File: src/rtl/icache_sram_initiator.sv
// Initiator for the single-port instruction SRAM: turns a valid/ready request channel into one
// registered SRAM cycle, waits READ_LATENCY, returns data. Option: ICACHE_SRAM_INIT_MISALIGN_ERR_EN.
module icache_sram_initiator #(
  parameter int unsigned ADDR_WIDTH   = 13,
  parameter int unsigned DATA_WIDTH   = 32,
  parameter int unsigned NUM_WMASKS   = 4,
  parameter int unsigned READ_LATENCY = 1
) (
  input  logic                    clk_i,
  input  logic                    rst_i,
  input  logic                    req_valid_i,
  output logic                    req_ready_o,
  input  logic                    req_we_i,
  input  logic [ADDR_WIDTH+1:0]   req_addr_i,
  input  logic [DATA_WIDTH-1:0]   req_wdata_i,
  input  logic [NUM_WMASKS-1:0]   req_wmask_i,
  output logic                    rsp_valid_o,
  input  logic                    rsp_ready_i,
  output logic [DATA_WIDTH-1:0]   rsp_rdata_o,
  output logic                    sram_csb_o,
  output logic                    sram_web_o,
  output logic [ADDR_WIDTH-1:0]   sram_addr_o,
  output logic [DATA_WIDTH-1:0]   sram_wdata_o,
  output logic [NUM_WMASKS-1:0]   sram_wmask_o,
  input  logic [DATA_WIDTH-1:0]   sram_rdata_i
`ifdef ICACHE_SRAM_INIT_MISALIGN_ERR_EN
  ,
  output logic                    rsp_err_o
`endif
);

  typedef enum logic [1:0] {StIdle, StAccess, StWait, StResp} state_e;

  localparam logic [2:0] LatInit = 3'(READ_LATENCY - 1);

  state_e                  r_state;
  logic [2:0]              r_cnt;
  logic                    r_csb;
  logic                    r_web;
  logic [ADDR_WIDTH-1:0]   r_addr;
  logic [DATA_WIDTH-1:0]   r_wdata;
  logic [NUM_WMASKS-1:0]   r_wmask;
  logic                    r_rsp_valid;
  logic [DATA_WIDTH-1:0]   r_rsp_rdata;
  logic                    w_misaligned;

`ifdef ICACHE_SRAM_INIT_MISALIGN_ERR_EN
  logic r_rsp_err;
  assign w_misaligned = (req_addr_i[1:0] != 2'b00);
  assign rsp_err_o    = r_rsp_err;
`else
  logic w_unused_addr_lsb;
  assign w_misaligned      = 1'b0;
  assign w_unused_addr_lsb = ^req_addr_i[1:0];
`endif

  always_ff @(posedge clk_i or posedge rst_i) begin
    if (rst_i) begin
      r_state     <= StIdle;
      r_cnt       <= 3'd0;
      r_csb       <= 1'b1;
      r_web       <= 1'b1;
      r_addr      <= '0;
      r_wdata     <= '0;
      r_wmask     <= '0;
      r_rsp_valid <= 1'b0;
      r_rsp_rdata <= '0;
`ifdef ICACHE_SRAM_INIT_MISALIGN_ERR_EN
      r_rsp_err   <= 1'b0;
`endif
    end else begin
      unique case (r_state)
        StIdle: begin
          if (req_valid_i) begin
            r_addr  <= req_addr_i[ADDR_WIDTH+1:2];
            r_wdata <= req_wdata_i;
            r_wmask <= req_wmask_i;
            if (w_misaligned) begin
              // Misaligned: answer with an error, never touch the SRAM.
              r_rsp_rdata <= '0;
              r_rsp_valid <= 1'b1;
`ifdef ICACHE_SRAM_INIT_MISALIGN_ERR_EN
              r_rsp_err   <= 1'b1;
`endif
              r_state     <= StResp;
            end else begin
              r_csb   <= 1'b0;
              r_web   <= ~req_we_i;
`ifdef ICACHE_SRAM_INIT_MISALIGN_ERR_EN
              r_rsp_err <= 1'b0;
`endif
              r_state <= StAccess;
            end
          end
        end
        StAccess: begin
          r_csb <= 1'b1;
          r_web <= 1'b1;
          // r_web still holds the issued cycle type: low means write.
          if (!r_web) begin
            r_rsp_rdata <= '0;
            r_rsp_valid <= 1'b1;
            r_state     <= StResp;
          end else begin
            r_cnt   <= LatInit;
            r_state <= StWait;
          end
        end
        StWait: begin
          if (r_cnt == 3'd0) begin
            r_rsp_rdata <= sram_rdata_i;
            r_rsp_valid <= 1'b1;
            r_state     <= StResp;
          end else begin
            r_cnt <= r_cnt - 3'd1;
          end
        end
        StResp: begin
          if (rsp_ready_i) begin
            r_rsp_valid <= 1'b0;
            r_state     <= StIdle;
          end
        end
        default: r_state <= StIdle;
      endcase
    end
  end

  assign req_ready_o  = (r_state == StIdle);
  assign rsp_valid_o  = r_rsp_valid;
  assign rsp_rdata_o  = r_rsp_rdata;
  assign sram_csb_o   = r_csb;
  assign sram_web_o   = r_web;
  assign sram_addr_o  = r_addr;
  assign sram_wdata_o = r_wdata;
  assign sram_wmask_o = r_wmask;

endmodule
File: config.mk
export PLATFORM = sky130hd
export DESIGN_NAME = icache_sram_initiator
export DESIGN_NICKNAME = d
export VERILOG_FILES = /design/src/rtl/icache_sram_initiator.sv
export SDC_FILE = /design/constraint.sdc
export NUM_CORES = 1
export LEC_CHECK = 0
export ABC_AREA = 1
export CAP_MARGIN = 25
export CORE_AREA = 2 2 99 101
export CTS_CLUSTER_SIZE = 20
export DETAILED_ROUTE_END_ITERATION = 10
export DIE_AREA = 0 0 101 103
export GPL_TIMING_DRIVEN = 0
export PLACE_DENSITY = 0.87
export SKIP_LAST_GASP = 1
export SLEW_MARGIN = 20
export SYNTH_ARGS = -nofsm -noshare
export SYNTH_HDL_FRONTEND = slang
export SYNTH_SLANG_ARGS = --single-unit
File: constraint.sdc
create_clock -name clk_i -period 4.1 [get_ports clk_i]
set_input_delay 1.23 -clock clk_i [delete_from_list [all_inputs] [get_ports clk_i]]
set_output_delay 1.23 -clock clk_i [all_outputs]
set_load 0.02 [all_outputs]
Word-level counts from Yosys, hierarchy flattened. Index checks and enable logic that the tools add are counted. W data, S select, Z words.

Register bits: 89. Output and inout bits: 85. Logic and storage cells: 50.

$add $sub $neg: 1. Equality and inequality tests: 9. Mux-type cells: 19. Bitwise operators: 2. Reductions and logical operators: 10.

Operator list (number): $mux W32 (2); $pmux W32 S2 (1); $ne A2 B2 Y1 const B (6); $reduce_and A3 Y1 (3); $pmux W2 S4 (1); $mux W1 (6); $mux W2 (3); $mux W3 (2); $pmux W3 S2 (1); $eq A2 B2 Y1 const B (2); $pmux W1 S2 (2); $reduce_and A2 Y1 (2); $reduce_and A4 Y1 (1); $reduce_bool A2 Y1 (2); $logic_not A3 Y1 (1); $pmux W1 S3 (1); $sub A3 B1 Y3 const B (1); $eq A2 B1 Y1 const B (1); $logic_not A2 Y1 (1); $not A1 Y1 (2).

Logic depth before layout (Yosys ltp).
Depth in word-level cells: 3. Mapped depth: 8.

Worst setup path before layout. Ideal clock, no wire load.

Path kind: register to output. Start point: reg r_state[0]. End point: out req_ready_o. Arrival: 0.830 ns. Data required time: 2.870 ns. Slack: 2.040 ns. Stages on the path, launching flop included: 3. Path through: dfrtp_1 inv_1 ha_1.

Word-level cells in the longest chain between the ends: 1.

RTL lines: from (decl) (line 36) `state_e r_state;`; from (signal assigned) (line 59) `r_state <= StIdle;`; from (signal assigned) (line 85) `r_state <= StResp;`; from (signal assigned) (line 92) `r_state <= StAccess;`; $logic_not A2 Y1 (line 129) `assign req_ready_o = (r_state == StIdle);`; to (decl) (line 12) `output logic req_ready_o,`.

No other way between the ends.

Worst setup path in the final report. Ends and elaborated chain as after synthesis.

==> key figures <==
Synthesis
  – Mux cell area share after synthesis: 0%
  – Top-count cell post-synth: nand2_1
  – Synth Area in XOR/XNOR: 0%
  – Top post-synthesis cells by area: dfrtp_1 57%, nand2_1 22%, o21ai_2 7.6%
  – Register bit total from synthesis: 89
  – Top FF cell, synth: dfrtp_1
  – Area leader, netlist: dfrtp_1
  – Synthesized-area fraction occupied by adder cells: 2.30%
  – Post-synthesis cell count: 416
  – Synth Area in Compound Gates: 8.75%
  – Top-area cell type share of the netlist area: 57.2%
  – Ys async rst share: 100%
  – Synth Area in Simple Gates: 25.4%
  – Largest family of logic cells by synthesized area: simple AND/OR/NAND/NOR gates
  – Sequential fraction of the synthesis area: 58.6%
  – Yosys warnings: 0
  – Syn Area/Cell: 9.14 µm²
  – EDFF count, synth: 0
  – Synth top cells by count: 224 x nand2_1, 87 x dfrtp_1, 33 x o21ai_2
  – Mapped cell area: 0.00380 mm²
  – Yosys cell types: 20
  – Syn_nets: 511

Clock tree
  – Clk slew on worst S/H paths: 0.09 ns
  – Sink Count: 89
  – Htree depth: 3
  – Post-CTS setup buffer count: 0
  – Clock Tree Root: clkbuf_8
  – Cts hold-fix bufs: 0
  – Clock buffer count from CTS: 9
  – CTS tree: built
  – Max clock buf depth: 2
  – Clk_lat worst skew: 0.35 ns
  – PostCTS Resize Cnt: 0

STA
  – Final setup TNS: 0 ns
  – Unrepaired setup endpoints after global routing: no
  – Final Hold Vio Count: 0
  – Fmax: 0.331 GHz
  – Slew Limit Fails: 0
  – Slew Limit Headroom: 68.4%
  – Worst-margin pin slew: 0.474 ns
  – Setup violators final: 0
  – Final period util: 73.7%
  – Min Tclk post-route: 3.02 ns
  – Final Skew: 0.0187 ns

Detailed routing
  – Via density: 4.71
  – DRC errors left: 0
  – Per-cell routed wire length: 13.8 µm
  – Metal1 wirelength: 4110 µm
  – Top Metal Used: met4
  – First-iteration detailed-routing DRC count: 87
  – Drt first pass iters: 4
  – Post-detailed-route count of antenna-violating nets: 0
  – Final wirelength: 9930 µm
  – Vias: 3376
  – Met2 wire len: 4750 µm
  – Met3 Wirelength: 946 µm

Layout
  – Register area: 0.00223 mm²
  – Finished Core Util: 62.1%
  – Final net count: 693
  – # diodes: 0
  – Share of cells above drive strength 1: 12.8%
  – Footprint of the multi-input gates: 0.00139 mm²
  – Fillers: 790
  – Layout Area Growth over Synthesis: 54.5%
  – Final Instance Area: 0.00588 mm²

Power
  – Leakage: 2.76 nW
  – Comb power frac: 53.7%
  – PD cells: 741 mW/mm²
  – Max VDD drop: 0.371 mV
  – P_sw: 1.82 mW
  – Final total power: 4.35 mW
  – Clock network fraction of total power: 13.9%
  – Sw Share: 41.7%
  – Internal: 2.54 mW
  – Flop pwr share: 32.4%

Die
  – Vert. Die Dim: 103 µm
  – Number of placement rows: 36
  – Initial Utilization: 40.2%
  – Num ports: 173
  – Core box area: 0.00946 mm²
  – Die Wd: 101 µm
  – Die ar.: 0.0104 mm²

Worst setup path
  – Worst Setup Path Type: reg -> out
  – Stages on the worst setup path: 3
  – Reg2Reg Depth: 8
  – Max stage delay on crit path: 0.63 ns
  – Top delay family on crit path: buffers and inverters
  – Crit-path max FO: 6
  – Req. time, crit path: 2.87 ns
  – Cell with the biggest individual delay on the critical path: clkdlybuf4s50_1
  – Buffers plus inverters on the worst setup path: 2
  – Critical path cell sequence: inv_1, ha_1, clkdlybuf4s50_1
  – CP arrival: 1.79 ns
  – Worst Setup End Kind: primary output
  – Startpoint types: register

Global routing
  – Initial antenna violation count: 0
  – Grt total ovfl: 0
  – Vias in the first global route: 3467
  – Gr usage total: 19.5%
  – Global-route wire length before repair: 16200 µm
  – Largest net degree at the start of global routing: 54

Hold path
  – Hold path cells: 2
  – Min-delay worst type: reg -> reg

Flow run
  – Max cap viols: 0

Status
  – Status: complete, no violations

Placed design
  – Gp weighted congestion: 0.828
  – DP Wirelength: 7540 µm
  – DP Area: 0.00568 mm²
  – # port buffers: 170
[final cells by class]
type | count | share of cell area (%)
Sequential cell | 89 | 37.9
Timing Repair Buffer | 171 | 29.4
Multi-Input combinational cell | 294 | 23.6
Clock buffer | 12 | 2.47
Tap cell | 114 | 2.43
Buffer | 20 | 2.38
Clock inverter | 4 | 0.894
Inverter | 13 | 0.873
[power by group through the flow]
stage | Clock [mW] | Combinational, mW | Sequential [mW]
detailed placement | 0 | 2.36 | 1.42
finish | 0.607 | 2.34 | 1.41
floorplan | 0 | 1.01 | 1.78
global route | 0.660 | 2.57 | 1.45
CTS | 0.620 | 2.37 | 1.41
global placement | 0 | 2.30 | 1.41
[worst register-to-register path: stages (launching register included)]
cell	delay (ns)
dfrtp_1	0.45
inv_1	0.11
ha_1	0.27
nand2_2	0.20
inv_2	0.09
buf_4	0.18
buf_4	0.17
nand2_1	0.07
nand2_1	0.06
[worst paths after layout]
| check | startpoint | endpoint | slack [ns] |
|---|---|---|---|
| setup reg to reg | r_state[0] | sram_wdata_o[2] | 2.41 |
| max in group asynchronous | rst_i | sram_web_o | 2.19 |
| hold / removal | sram_wdata_o[11] | sram_wdata_o[11] | 0.48 |
| hold reg to reg | sram_wdata_o[11] | sram_wdata_o[11] | 0.48 |
| min in group asynchronous | rst_i | rsp_rdata_o[0] | 1.26 |
| setup / recovery | r_state[0] | req_ready_o | 1.08 |
[sequential cells by signal, indices dropped and copies added (netlist names)]
register,flops
rsp_rdata_o,32
sram_wdata_o,32
sram_addr_o,13
sram_wmask_o,4
r_cnt,3
r_state,2
rsp_valid_o,1
sram_csb_o,1
sram_web_o,1
[layout by cell type, fill, tap and decap left out, drive strengths merged, types with 3 or more instances in the layout]
| cell | instances |
|---|---|
| nand2 | 231 |
| clkdlybuf4s50 | 170 |
| dfrtp | 87 |
| o21ai | 38 |
| buf | 17 |
| clkbuf | 16 |
| inv | 13 |
| nand3 | 9 |
| ha | 7 |
| nor2 | 3 |
| clkinvlp | 3 |
| or2 | 3 |
[layer usage]
metal | track usage (%) | vias up
li1 | - | 1643
met5 | 0 | -
met2 | 33.2 | 136
met4 | 6.55 | 0
met1 | 22.9 | 1582
met3 | 7.39 | 15
[cells by family after synthesis]
logic type | after synthesis
DFF | 89
and+or+nand+nor | 246
adders and majority gates | 7
buffers and inverters | 33
AOI/OAI and AO/OA | 41
[per-stage QoR]
step	hold WS, ns	instances	setup WS (ns)
2_1_floorplan	0.453	416	0.566
3_3_place_gp	0.462	700	-0.703
3_5_place_dp	0.464	701	1.45
4_1_cts	0.488	717	1.06
5_1_grt	0.510	717	0.984
6_report	0.482	717	1.08
Power figures use the tool's default switching activity.
==> RTL edit 1, RTL diff (same flow settings) <==
Make the reset (`rst_i`) synchronous in one clocked block.
--- a/src/rtl/icache_sram_initiator.sv
+++ b/src/rtl/icache_sram_initiator.sv
@@ -54,7 +54,7 @@
   assign w_unused_addr_lsb = ^req_addr_i[1:0];
 `endif
 
-  always_ff @(posedge clk_i or posedge rst_i) begin
+  always_ff @(posedge clk_i) begin
     if (rst_i) begin
       r_state     <= StIdle;
       r_cnt       <= 3'd0;
Behaviour: differs if rst_i is asserted again (counterexample within 4 cycles, from zero or initial values and one cycle with rst_i high); with rst_i held inactive, the same outputs for 4 cycles.
==> RTL edit 1 against the unedited design <==
Synthesized area fell by 6.1%; hold slack got worse by 8.6 ps; cell area fell by 3.8%; total power fell by 2.7%; count of clock-buffer cells in the layout fell by 1; routed wire length rose by 4.7%; fmax rose by 1.6%; sequential cell count did not move; synthesized cell count rose by 21%; setup slack improved by 46 ps; non-clock buffer count rose by 12; via count rose by 11%; critical path type unchanged; critical endpoint unchanged.
==> RTL edit 1: results (changes against the unedited design) <==
Status
  • Status: complete, no violations

Final layout
  • Bufs w/o clock: 203 (+6.3%)
  • Inverters: 17 (+4)
  • Design Area, Final: 0.00565 mm^2 (-3.8%)
  • # fillers: 838 (+6.1%)
  • Comb_multi_in: 366 (+24%)
  • Multi-input combinational area share: 27.7% (+4.2 points)
  • Seq/total area: 31.5% (-6.4 points)
  • Layout non-clock buf frac: 32.9% (+1.1 points)
  • Layout cells sized above 1: 4.05% (-8.7 points)
  • Final nets: 781 (+13%)
  • Clock buffers: 11 (-1)

GRT
  • Pin count of the biggest net entering global routing: 16 (-70%)
  • Vias in the first global route: 3,519 (+1.5%)
  • Global-route wire length before repair: 16.1 mm (-0.25%)
  • GRT Total Usage: 19.5% (about the same)

Placed design
  • HPWL after detailed placement: 8.05 mm (+6.8%)
  • DP Worst Slack: 1160 ps (-291 ps)
  • Placed cell area: 0.00542 mm^2 (-4.6%)
  • RD Place Congestion: 0.817 (-1.3%)

Setup path
  • Crit-path max cell delay: 650 ps (+20 ps)
  • Worst R2R Start: r_state[0]$_SDFFE_PP0P_
  • Reg2reg setup slack: 2180 ps (-230 ps)
  • Worst R2R End: rsp_rdata_o[20]$_SDFFE_PP0P_

CTS
  • Clk root buf: clkbuf_8

Hold path
  • Hold endpoint: rsp_rdata_o[2]$_SDFFE_PP0P_

Route
  • Routed WL: 10.4 mm (+4.7%)
  • Routed length per instance: 12.9 um (-6.8%)
  • Post-DR vias/cell: 4.65 (-1.2%)

STA
  • Hold slack: 474 ps (-8.61 ps)
  • Clock Skews: 17.6 ps (-1.10 ps)
  • Actual slew at the worst max-slew pin: 484 ps (+10.4 ps)

Power and ir drop
  • Sw Pwr: 1730 uW (-4.8%)
  • Seq pwr share: 31.4% (-1.0 points)
  • Leakage: 0.00232 uW (-16%)
  • Worst VDD drop: 0.000312 V (-16%)
  • Clk. pwr: 694 uW (+14%)
  • Seq group: 1330 uW (-6%)

Logic synthesis
  • Top post-synthesis cells by area: dfxtp_1 (50%), nor2_1 (18%), nand2_1 (9.3%)
  • Post-synthesis adder-cell area fraction: 2.45% (+0.15 points)
  • Number of distinct library cells after synthesis: 19 (-5.0%)
  • Seq/Total Area, Yosys: 49.9% (-8.8 points)
  • Compound-Gate Fraction of Synth Area: 7.74% (-1.0 points)
  • Gate Count Post-Synth: 505 (+21%)
  • Post-synth ARST share: 0% (-100 points)
  • Syn Nets: 600 (+17%)
## RTL edit 1: worst max path at each step
| stage | from | end | slack (ps) | cells past startpoint |
|---|---|---|---|---|
| final | r_state[0]$_SDFFE_PP0P_ | req_ready_o | 1120 | 3 |
| after detailed placement | rst_i | rsp_rdata_o[20]$_SDFFE_PP0P_ | 1160 | 6 |
| after global placement | rst_i | rsp_rdata_o[25]$_SDFFE_PP0P_ | 1230 | 6 |
| after global routing | r_state[0]$_SDFFE_PP0P_ | req_ready_o | 1000 | 3 |
| after CTS | r_state[0]$_SDFFE_PP0P_ | req_ready_o | 1100 | 3 |
| after floorplan | rst_i | rsp_rdata_o[18]$_SDFFE_PP0P_ | 2060 | 5 |
## RTL edit 1: metal layers
layer | share of wire, % | wire [um] | global-route usage (%)
met1 | 42 | 4360 | 22.8
met2 | 50 | 5250 | 34.4
met3 | 4.3 | 448 | 3.59
met4 | 3.3 | 339 | 9.98
met5 | 0 | 0 | 0
==> RTL edit 2, RTL diff (config.mk and constraints unchanged) <==
Without the edit above. The option `ICACHE_SRAM_INIT_MISALIGN_ERR_EN` is turned on by a define.
--- a/src/rtl/icache_sram_initiator.sv
+++ b/src/rtl/icache_sram_initiator.sv
@@ -1,5 +1,7 @@
 // Initiator for the single-port instruction SRAM: turns a valid/ready request channel into one
 // registered SRAM cycle, waits READ_LATENCY, returns data. Option: ICACHE_SRAM_INIT_MISALIGN_ERR_EN.
+`define ICACHE_SRAM_INIT_MISALIGN_ERR_EN
+
 module icache_sram_initiator #(
   parameter int unsigned ADDR_WIDTH   = 13,
   parameter int unsigned DATA_WIDTH   = 32,
Check against the original RTL (old outputs only; new: rsp_err_o): not equivalent (a bounded check fails within 4 cycles, from zero or initial values and one cycle with rst_i high).
==> RTL edit 2 against the unedited design <==
Synthesized area increased by 3.9%; cell area increased by 3.5%; sequential cell count increased by 1; total power increased by 15%; utilization increased by 2.2 points; final cell count increased by 6.3%; critical path depth unchanged; setup slack got worse by 100 ps; routed wire length increased by 1.3%; count of clock-buffer cells in the layout decreased by 3; critical path type unchanged; largest power group unchanged.
==> RTL edit 2: results (changes against the unedited design) <==
Final layout
  • Comb_multi_in: 328 (+12%)
  • Layout non-clock buf frac: 31.2% (-0.58 points)
  • Bufs w/o clock: 197 (+3.1%)
  • Final nets: 738 (+6.5%)
  • Flip-flop and latch count: 90 (+1.1%)
  • Seq/total area: 37.1% (-0.87 points)
  • Fin cells: 762 (+6.3%)
  • Clock buffers: 9 (-3)

Power and ir drop
  • Worst VDD drop: 0.000457 V (+23%)

Setup path
  • Worst Path Max Fanout: 7 (+1)
  • Worst R2R Path Depth: 9 (+1)
  • Crit-path max cell delay: 680 ps (+50 ps)
  • Reg2reg setup slack: 2350 ps (-60 ps)

Logic synthesis
  • Top post-synthesis cells by area: dfrtp_1 (56%), nand2_1 (24%), nand3b_1 (6.1%)
  • Post-synth top cells: nand2_1 (255), dfrtp_1 (88), nand3b_1 (32)
  • Syn Nets: 553 (+8.2%)
  • Number of distinct library cells after synthesis: 22 (+10%)

GRT
  • GRT met1 Usage: 24.9% (+2.0 points)
  • Met3 global-route usage: 5.22% (-2.2 points)
  • Global-route wire length before repair: 16.2 mm (+0.43%)
  • Vias in the first global route: 3,528 (+1.8%)

Route
  • Routed WL: 10.1 mm (+1.3%)
  • Metal3 WL: 635 um (-33%)
  • DR iter-0 viols: 100 (+15%)
  • Routed length on met1: 4.24 mm (+3.1%)
  • Post-DR vias/cell: 4.66 (-1.0%)

Placed design
  • HPWL after detailed placement: 7.63 mm (+1.2%)
  • IO buf count: 173 (+1.8%)
  • Placed Cells: 746 (+6.4%)

Status
  • Status: complete, no violations

Hold path
  • HP Start: rsp_rdata_o[30]$_DFFE_PP0P_
  • Hold endpoint: rsp_rdata_o[30]$_DFFE_PP0P_

STA
  • Actual slew at the worst max-slew pin: 485 ps (+11.1 ps)
  • Clock Skews: 11.7 ps (-7.00 ps)
RTL edit 2: kinds of logic after synthesis:
family	count (synthesis)	synth area share, %
AND/OR/NAND/NOR	309	33.8
XOR/XNOR	1	0.222
flip-flops	90	57.0
adder cells (fa/ha/maj)	7	2.22
buffers and inverters	40	5.16
AO/OA/AOI/OAI	11	1.58
RTL edit 2: worst reg2reg max path: stages (launching register included):
cell and delay, ps:
dfrtp_1 430, inv_1 110, ha_1 300, nand2_1 150
nand2_2 100, nor2_8 170, nand2_4 90, buf_6 150
nand2_1 70, nand2_1 60
RTL edit 2: through the flow:
| stage | util (%) | hold WS (ps) | setup slack (ps) |
|---|---|---|---|
| global placement | 61.6 | 453 | -756 |
| floorplan | - | 453 | 538 |
| global route | 64.3 | 501 | 860 |
| finish | 64.3 | 475 | 976 |
| detailed placement | 61.9 | 458 | 1350 |
| CTS | 64.3 | 480 | 947 |
RTL edit 2: where the power goes:
part	total, uW	internal, uW	switching, uW
sequential	1580	1320	256
clock	664	348	316
combinational	2760	1230	1530
